**src/rtl/spi_slave_if_pkg.sv**
```systemverilog
// Shared definitions for the SPI RAM slice: address width, command codes,
// reset levels and the SPI front-end state encoding.
package spi_slave_if_pkg;

  localparam int unsigned ADDR_SIZE = 8;

  // Command codes carried in rx_data[ADDR_SIZE+1:ADDR_SIZE]
  localparam logic [1:0] CMD_WRITE_ADD  = 2'b00;
  localparam logic [1:0] CMD_WRITE_DATA = 2'b01;
  localparam logic [1:0] CMD_READ_ADD   = 2'b10;
  localparam logic [1:0] CMD_READ_DATA  = 2'b11;

  localparam logic ACTIVE_RESET = 1'b0;
  localparam logic INACTIVE     = 1'b1;

  typedef enum logic [2:0] {
    IDLE,
    CHK_CMD,
    WRITE,
    READ_ADD,
    READ_DATA
  } spi_state_e;

endpackage

```
**src/rtl/spi_tx_shifter.sv**
```systemverilog
// Parallel-load, MSB-first serialiser for RAM read data; MISO is registered
// and held at 0 whenever no bits are being driven.
module spi_tx_shifter #(
  parameter int unsigned Width = 8
) (
  input  logic             clk,
  input  logic             rst_n,
  input  logic             clr_i,
  input  logic             load_i,
  input  logic [Width-1:0] data_i,
  output logic             miso_o,
  output logic             busy_o,
  output logic             done_o
);

  localparam int unsigned CntW = $clog2(Width + 1);

  logic [Width-1:0] sreg_q, sreg_d;
  logic [CntW-1:0]  cnt_q, cnt_d;
  logic             miso_q, miso_d;
  logic             done_q, done_d;

  always_comb begin
    sreg_d = sreg_q;
    cnt_d  = cnt_q;
    done_d = done_q;
    miso_d = 1'b0;
    if (clr_i) begin
      cnt_d  = '0;
      done_d = 1'b0;
    end else if (load_i) begin
      sreg_d = data_i;
      cnt_d  = CntW'(Width);
      done_d = 1'b0;
    end else if (cnt_q != '0) begin
      miso_d = sreg_q[Width-1];
      sreg_d = {sreg_q[Width-2:0], 1'b0};
      cnt_d  = cnt_q - CntW'(1);
      if (cnt_q == CntW'(1)) begin
        done_d = 1'b1;
      end
    end
  end

  always_ff @(posedge clk or negedge rst_n) begin
    if (!rst_n) begin
      sreg_q <= '0;
      cnt_q  <= '0;
      miso_q <= 1'b0;
      done_q <= 1'b0;
    end else begin
      sreg_q <= sreg_d;
      cnt_q  <= cnt_d;
      miso_q <= miso_d;
      done_q <= done_d;
    end
  end

  assign miso_o = miso_q;
  assign busy_o = (cnt_q != '0);
  assign done_o = done_q;

endmodule

```
**src/rtl/spi_slave_if.sv**
```systemverilog
// SPI slave front end: deserialises one {cmd, payload} word per frame for the
// RAM and, on read-data frames, serialises the RAM response back on MISO.
module spi_slave_if #(
  parameter int unsigned ADDR_SIZE = spi_slave_if_pkg::ADDR_SIZE
) (
  input  logic                 clk,
  input  logic                 rst_n,
  input  logic                 SS_n,
  input  logic                 MOSI,
  output logic                 MISO,
  output logic [ADDR_SIZE+1:0] rx_data,
  output logic                 rx_valid,
  input  logic [ADDR_SIZE-1:0] tx_data,
  input  logic                 tx_valid
);

  import spi_slave_if_pkg::*;

  localparam int unsigned WordW = ADDR_SIZE + 2;
  localparam int unsigned CntW  = $clog2(WordW + 1);

  spi_state_e       state_q, state_d;
  logic [CntW-1:0]  cnt_q, cnt_d;
  logic [WordW-1:0] shift_q, shift_d;
  logic [WordW-1:0] rx_data_q, rx_data_d;
  logic             rx_valid_q, rx_valid_d;
  logic             rd_addr_received_q, rd_addr_received_d;
  logic             word_done_q, word_done_d;
  logic             tx_load, tx_busy, tx_done;

  always_comb begin
    state_d            = state_q;
    cnt_d              = cnt_q;
    shift_d            = shift_q;
    rx_data_d          = rx_data_q;
    rx_valid_d         = 1'b0;
    rd_addr_received_d = rd_addr_received_q;
    word_done_d        = word_done_q;
    tx_load            = 1'b0;
    if (state_q != IDLE && SS_n == INACTIVE) begin
      // Frame end or abort: any partial word is dropped.
      state_d     = IDLE;
      cnt_d       = '0;
      word_done_d = 1'b0;
    end else begin
      case (state_q)
        IDLE: begin
          if (!SS_n) state_d = CHK_CMD;
        end
        CHK_CMD: begin
          cnt_d       = '0;
          word_done_d = 1'b0;
          if (!MOSI)                   state_d = WRITE;
          else if (rd_addr_received_q) state_d = READ_DATA;
          else                         state_d = READ_ADD;
        end
        WRITE, READ_ADD, READ_DATA: begin
          if (!word_done_q) begin
            if (cnt_q != CntW'(WordW)) begin
              shift_d = {shift_q[WordW-2:0], MOSI};
              cnt_d   = cnt_q + CntW'(1);
            end else begin
              rx_data_d   = shift_q;
              rx_valid_d  = 1'b1;
              word_done_d = 1'b1;
              cnt_d       = '0;
              if (state_q == READ_ADD)       rd_addr_received_d = 1'b1;
              else if (state_q == READ_DATA) rd_addr_received_d = 1'b0;
            end
          end else if (state_q == READ_DATA) begin
            // Single capture per frame; later tx_valid pulses are ignored.
            tx_load = tx_valid && !tx_busy && !tx_done;
          end
        end
        default: state_d = IDLE;
      endcase
    end
  end

  always_ff @(posedge clk or negedge rst_n) begin
    if (!rst_n) begin
      state_q            <= IDLE;
      cnt_q              <= '0;
      shift_q            <= '0;
      rx_data_q          <= '0;
      rx_valid_q         <= 1'b0;
      rd_addr_received_q <= 1'b0;
      word_done_q        <= 1'b0;
    end else begin
      state_q            <= state_d;
      cnt_q              <= cnt_d;
      shift_q            <= shift_d;
      rx_data_q          <= rx_data_d;
      rx_valid_q         <= rx_valid_d;
      rd_addr_received_q <= rd_addr_received_d;
      word_done_q        <= word_done_d;
    end
  end

  spi_tx_shifter #(
    .Width (ADDR_SIZE)
  ) u_tx_shifter (
    .clk    (clk),
    .rst_n  (rst_n),
    .clr_i  (SS_n),
    .load_i (tx_load),
    .data_i (tx_data),
    .miso_o (MISO),
    .busy_o (tx_busy),
    .done_o (tx_done)
  );

  assign rx_data  = rx_data_q;
  assign rx_valid = rx_valid_q;

endmodule

```
**config.mk**
```make
export PLATFORM = sky130hd
export DESIGN_NAME = spi_slave_if
export DESIGN_NICKNAME = d
export VERILOG_FILES = /design/src/rtl/spi_slave_if_pkg.sv /design/src/rtl/spi_tx_shifter.sv /design/src/rtl/spi_slave_if.sv
export SDC_FILE = /design/constraint.sdc
export NUM_CORES = 1
export LEC_CHECK = 0
export ABC_AREA = 0
export ABC_CLOCK_PERIOD_IN_PS = 2600
export BUFFER_PORTS_ARGS = -buffer_cell sky130_fd_sc_hd__buf_2
export CAP_MARGIN = 30
export CORE_AREA = 10 10 71 73
export DETAILED_ROUTE_END_ITERATION = 6
export DIE_AREA = 0 0 81 83
export GPL_ROUTABILITY_DRIVEN = 1
export MAX_ROUTING_LAYER = met4
export PLACE_DENSITY = 0.76
export SLEW_MARGIN = 10
export SYNTH_ARGS = -nofsm -noshare
export SYNTH_HDL_FRONTEND = slang
export SYNTH_SLANG_ARGS = --single-unit
```
**constraint.sdc**
```tcl
create_clock -name clk -period 2.6 [get_ports clk]
set_input_delay 0.52 -clock clk [delete_from_list [all_inputs] [get_ports clk]]
set_output_delay 0.52 -clock clk [all_outputs]
set_load 0.03 [all_outputs]
```
# == Word level (Yosys, flattened, before mapping) ==
# Index checks and enable logic that the tools add are counted.
# classes
addsub,2
n_eq_ne,9
mux,34
n_bitwise,4
n_reduce_logical,21
# ops
cell,count
4-bit 2-to-1 mux,6
1-bit 2-to-1 mux,19
8-bit 2-to-1 mux,2
3-bit 2-to-1 mux,4
3-bit nonzero test,4
3-bit one-hot mux with 3 select lines,1
4-bit one-hot mux with 2 select lines,1
2-bit AND reduction,4
4-bit AND reduction,2
3-bit by 2-bit equality test with 1-bit output (second input constant),2
3-bit != test (second input constant),2
5-bit AND reduction,1
4-bit by 1-bit adder with 4-bit output (second input constant),1
4-bit by 1-bit equality test with 1-bit output (second input constant),1
4-bit != test (second input constant),1
1-bit inverter,4
2-bit nonzero test,2
4-bit nonzero test,1
4-bit by 1-bit subtractor with 4-bit output (second input constant),1
3-bit by 1-bit equality test with 1-bit output (second input constant),1
3-bit equality test (second input constant),1
1-bit logical AND,3
3-bit logical NOT,1
3-bit OR reduction,1
other kinds (3),4
# word_totals
register_bits,44
in_bits,13

# == Depth between registers and ports, before layout ==
# logic_depth
ltp_word,10
ltp_mapped,7
ltp_nobuf,6

# == Hierarchy ==
# A second synthesis with hierarchy kept.
# unflattened
cells_unflattened,163
area_unflattened_um2,2140.8
# by_module_without_submodules
mod,n_inst,cells_per_inst,area_per_inst_um2,seq_area_each_um2
spi_slave_if,1,108,1413.9,750.7
spi_tx_shifter,1,55,726.9,350.3

# == Worst setup path before layout ==
# OpenSTA, ideal clock, no wires.
# synth_timing
kind,register -> register
from,register state_q[0]
to,"register rx_data_q[1], in the netlist rx_data[1]"
arrival_time_ns,1.687
setup_slack_ns,0.789
stages_incl_launch_ff,6
n_path_buf,1
synth_period_minus_slack_ns,1.811
cell_sequence,dfrtp_1 or3b_1 a21o_1 nor3_2 buf_6 mux2_2
# synth_via
elab_chain_len,4
elab_cells_between_ends,8
classes_between,eq/ne: 3; bitwise: 1; reduce/logical: 4
# synth_rtl
element,line_no,text
from (decl),spi_slave_if.sv:22,"spi_state_e state_q, state_d;"
from (signal assigned),spi_slave_if.sv:90,state_q <= state_d;
branches (longest 3 deep; another with 3-bit by 2-bit equality test with 1-bit output),n/a,
4-bit AND reduction (no source line) *,n/a,
to (signal assigned),spi_slave_if.sv:93,rx_data_q <= rx_data_d;
to (decl),spi_slave_if.sv:25,"logic [WordW-1:0] rx_data_q, rx_data_d;"
# Mark *: on every way between the ends.
# A chain may end at the register's enable or synchronous reset.

# == Worst setup path in the final report ==
# layout_timing
from,register state_q[2]
to,register shift_q[2]
# layout_via
elab_chain_len,4
elab_cells_between_ends,8
classes_between,eq/ne: 3; bitwise: 1; reduce/logical: 4
# layout_rtl
element,line_no,text
branches (longest 3 deep; another with 3-bit by 2-bit equality test with 1-bit output),n/a,
4-bit AND reduction (no source line) *,n/a,
to (signal assigned),spi_slave_if.sv:92,shift_q <= shift_d;
to (decl),spi_slave_if.sv:24,"logic [WordW-1:0] shift_q, shift_d;"
# Marks and branches as above.

==> run summary <==
The worst-path maximum fanout came out at 14. The total track usage came out at 12.1%. In the routed layout, each cell is associated on average with a via count of 5.60. The number of diodes is 0. The global-route wire length before repair came out at 6560 um. The total of max-cap violations is 0.

The post-route minimum period is 2.16 ns. Hold timing on the final database bottoms out at a slack of 0.185 ns. The starting density of the core is 54.3%. The clock net in this run drives a total of 44 sinks. The post-cts hold buffer count is 0.

The number of instances resized during post-cts repair came out at 0. The fraction of final layout cells sized beyond drive strength 1 is 30.0%. For the worst setup path, the data arrival time is 2.34 ns. The detailed-routing iteration count for the pre-antenna-repair pass came out at 4. At the pin with the least slew margin, the transition time is 0.626 ns. STA classifies the critical path startpoint as a register. The number of antenna violations at the first check in global routing came out at 0. The post-synthesis area per instance is 12.2 um2. The die is 83 um tall. The total negative slack came out at 0 ns. At the placement stage, the worst setup path has a slack of 0.455 ns. STA classifies the critical path endpoint as a register. The remaining max-slew budget at the tightest pin came out at 58.2%.

The clock transition at the register clock pins on the worst setup and hold paths after CTS is 0.08 ns. The count of buffering cells on the critical path with inverters included came out at 0. The final design utilization is 62.3%. The count of H-tree levels built during CTS came out at 2. The number of nets in the synthesized netlist came out at 179.

The die outline width is 81 um. The total standard cell area after synthesis came out at 0.00197 mm2. The final count of pins violating max slew is 0. The final net count came out at 206. Detailed placement finished with a half-perimeter wire length of 2600 um. Among all stages on the critical path, the largest delay is contributed by dfrtp_1. The post-layout worst setup margin came out at 0.436 ns. The filler cells instantiated in the layout total 287.

The path class of the tightest hold or removal check is input pin to asynchronous set/reset pin. Port buffering added 24 buffers. In the finished design, the share of the clock period the worst path needs comes to 83.2%. The design area came out at 0.00226 mm2. Walking the worst path, the cells encountered are or3b_1 -> a21oi_1 -> and2_1 -> mux2_2. The total number of vias is 1,332.

The prevailing post-synth register cell is dfrtp_1. The overflow left after global routing came out at 0. The maximum clock rate is 462 MHz.

Of the synthesized area, sequential elements account for 55.8%. 25 I/O pins were placed. The number of distinct library cell variants in the gate-level netlist after synthesis came out at 37. The clock arrives with 0.00632 ns of skew.

The final weighted congestion in routability-driven placement is 0.890. The clock tree root buffer cell is clkbuf_8. Synthesis produced 162 cells. The post-CTS setup buffer count came out at 0. The cell family with the largest share of critical-path delay is simple AND/OR/NAND/NOR gates.

The growth of design area from synthesis to finish is 14.8%. Setup repair after global routing left no endpoint under its margin. Of all flip-flops after synthesis, the portion carrying an async set or reset was 100%. The clock reaches the later pin of the worst-skew pair after 0.29 ns. The first-iteration detailed-routing DRC count came out at 177. The number of remaining DRC errors came out at 0. The final number of hold-violating endpoints came out at 0.

The leakage power total is 1.10 nW. The clock tree from TritonCTS is yes. The flip-flop and latch count after synthesis is 44. The maximum ir drop on the vdd rail came out at 0.536 mV.

The number of clock buffers added by TritonCTS is 5. The multi-input gate area in the final layout came out at 803 um2. The flow ran to the end, and the final reports show no timing, DRC or antenna violations. For this block, the routed nets add up to 3710 um of wire. The die covers 0.00672 mm2. The required time of the critical path came out at 2.77 ns.

The ratio of total power to cell area is 857 mW/mm2. After detailed routing, the average wire length per cell comes to 15.6 um. The floorplan has 22 rows. The critical path is of the register to register type. The register area came out at 0.00110 mm2. The total of warnings raised by yosys came out at 0. The number of global-route vias before repair came out at 1,430. The number of synthesized flops with an enable pin came out at 0. In this run the cell area measured after placement is 0.00213 mm2.

In this run the remaining antenna-violating nets after routing total 0. Setup violations remaining at the end of the flow were counted as 0. The area of the core came out at 0.00363 mm2. The deepest clock path buffer count came out at 2. In this design, the stage delay of the slowest critical-path cell is 0.56 ns. The maximum number of pins on one net before global-route repair is 45.
==> cells in the final DEF, fill, tap and decap left out, drive strengths merged, types with 2 or more instances in the layout <==
master | synthesis | routed
a21o | 2 | 2
a21oi | 10 | 10
a22o | 2 | 2
a31oi | 2 | 2
buf | 4 | 27
clkbuf | 3 | 6
dfrtp | 44 | 44
ha | 4 | 4
inv | 8 | 8
mux2 | 21 | 21
nand2 | 2 | 2
nand2b | 5 | 5
nand3 | 3 | 3
nand3b | 2 | 2
nor2 | 8 | 8
nor2b | 3 | 3
nor3 | 6 | 6
nor3b | 3 | 3
o21ai | 2 | 2
o22a | 14 | 14
o22ai | 2 | 2
o32ai | 2 | 2
==> registers in the layout, summed over array words and instances, names as in the netlist <==
signal               count
state_q                  3
u_tx_shifter.sreg_q      8
rx_valid                 1
rx_data                 10
u_tx_shifter.cnt_q       4
u_tx_shifter.done_o      1
word_done_q              1
rd_addr_received_q       1
u_tx_shifter.miso_o      1
shift_q                 10
cnt_q                    4
==> metal layers <==
layer	global-route usage (%)	part of all wire [%]	vias up
met4	3.13	0.57	0
met2	19.1	50	24
met1	14.7	46	660
met5	-	0	-
met3	3.56	3.3	4
li1	-	-	644
==> power breakdown <==
group / internal (mW) / switching (mW) / total (mW)
clock network: 0.285 / 0.219 / 0.504
logic: 0.259 / 0.254 / 0.513
registers: 0.821 / 0.104 / 0.925
==> metrics by stage <==
| step | cells | power [mW] |
|---|---|---|
| after CTS | 237 | 1.95 |
| after global placement | 229 | 1.41 |
| after global routing | 238 | 2.08 |
| after detailed placement | 229 | 1.44 |
| final | 238 | 1.94 |
| after floorplan | 162 | 1.31 |
==> Yosys cell counts (3+ instances only) <==
master    number  area share [%]
o22a_1        14             6.2
nand3_1        3            0.76
clkbuf_1       3            0.57
nand2b_1       5             1.6
nor3_1         5             1.3
nor2_1         8             1.5
dfrtp_1       44              56
a21oi_1       10             2.5
nor2b_1        3            0.95
inv_1          8             1.5
mux2_2        21              12
ha_1           4             2.5
==> area by class of cell <==
class | count | share of cell area [%]
clock buffer | 6 | 3.20
timing repair buffer | 27 | 7.18
clock inverter | 2 | 1.55
inverter | 8 | 1.33
sequential | 44 | 48.6
multi-input combinational | 103 | 35.5
tap | 48 | 2.65
==> worst paths after layout <==
kind / startpoint / to / slack (ns) / cells after the start
setup / recovery: state_q[2]$_DFFE_PN0P_ / shift_q[2]$_DFFE_PN0P_ / 0.44 / 4
hold / removal: rst_n / u_tx_shifter.miso_o$_DFF_PN0_ / 0.19 / 1
setup reg to reg: state_q[2]$_DFFE_PN0P_ / shift_q[2]$_DFFE_PN0P_ / 0.44 / 4
hold reg to reg: rx_data[6]$_DFFE_PN0P_ / rx_data[6]$_DFFE_PN0P_ / 0.51 / 1
max in group asynchronous: rst_n / rx_data[8]$_DFFE_PN0P_ / 1.94 / 2
min in group clk: tx_data[0] / u_tx_shifter.sreg_q[0]$_DFFE_PN0P_ / 0.49 / 3
==> cells by family (layout without fill, tap and decap cells) <==
group | Yosys count | count (layout) | share of synthesized area (%)
muxes | 21 | 21 | 12.0
adders and majority gates | 4 | 4 | 2.54
DFF | 44 | 44 | 55.8
buffers and inverters | 15 | 43 | 3.49
AOI/OAI and AO/OA | 41 | 41 | 15.2
and+or+nand+nor | 37 | 37 | 11.0
(Power assumes the default switching activity.)
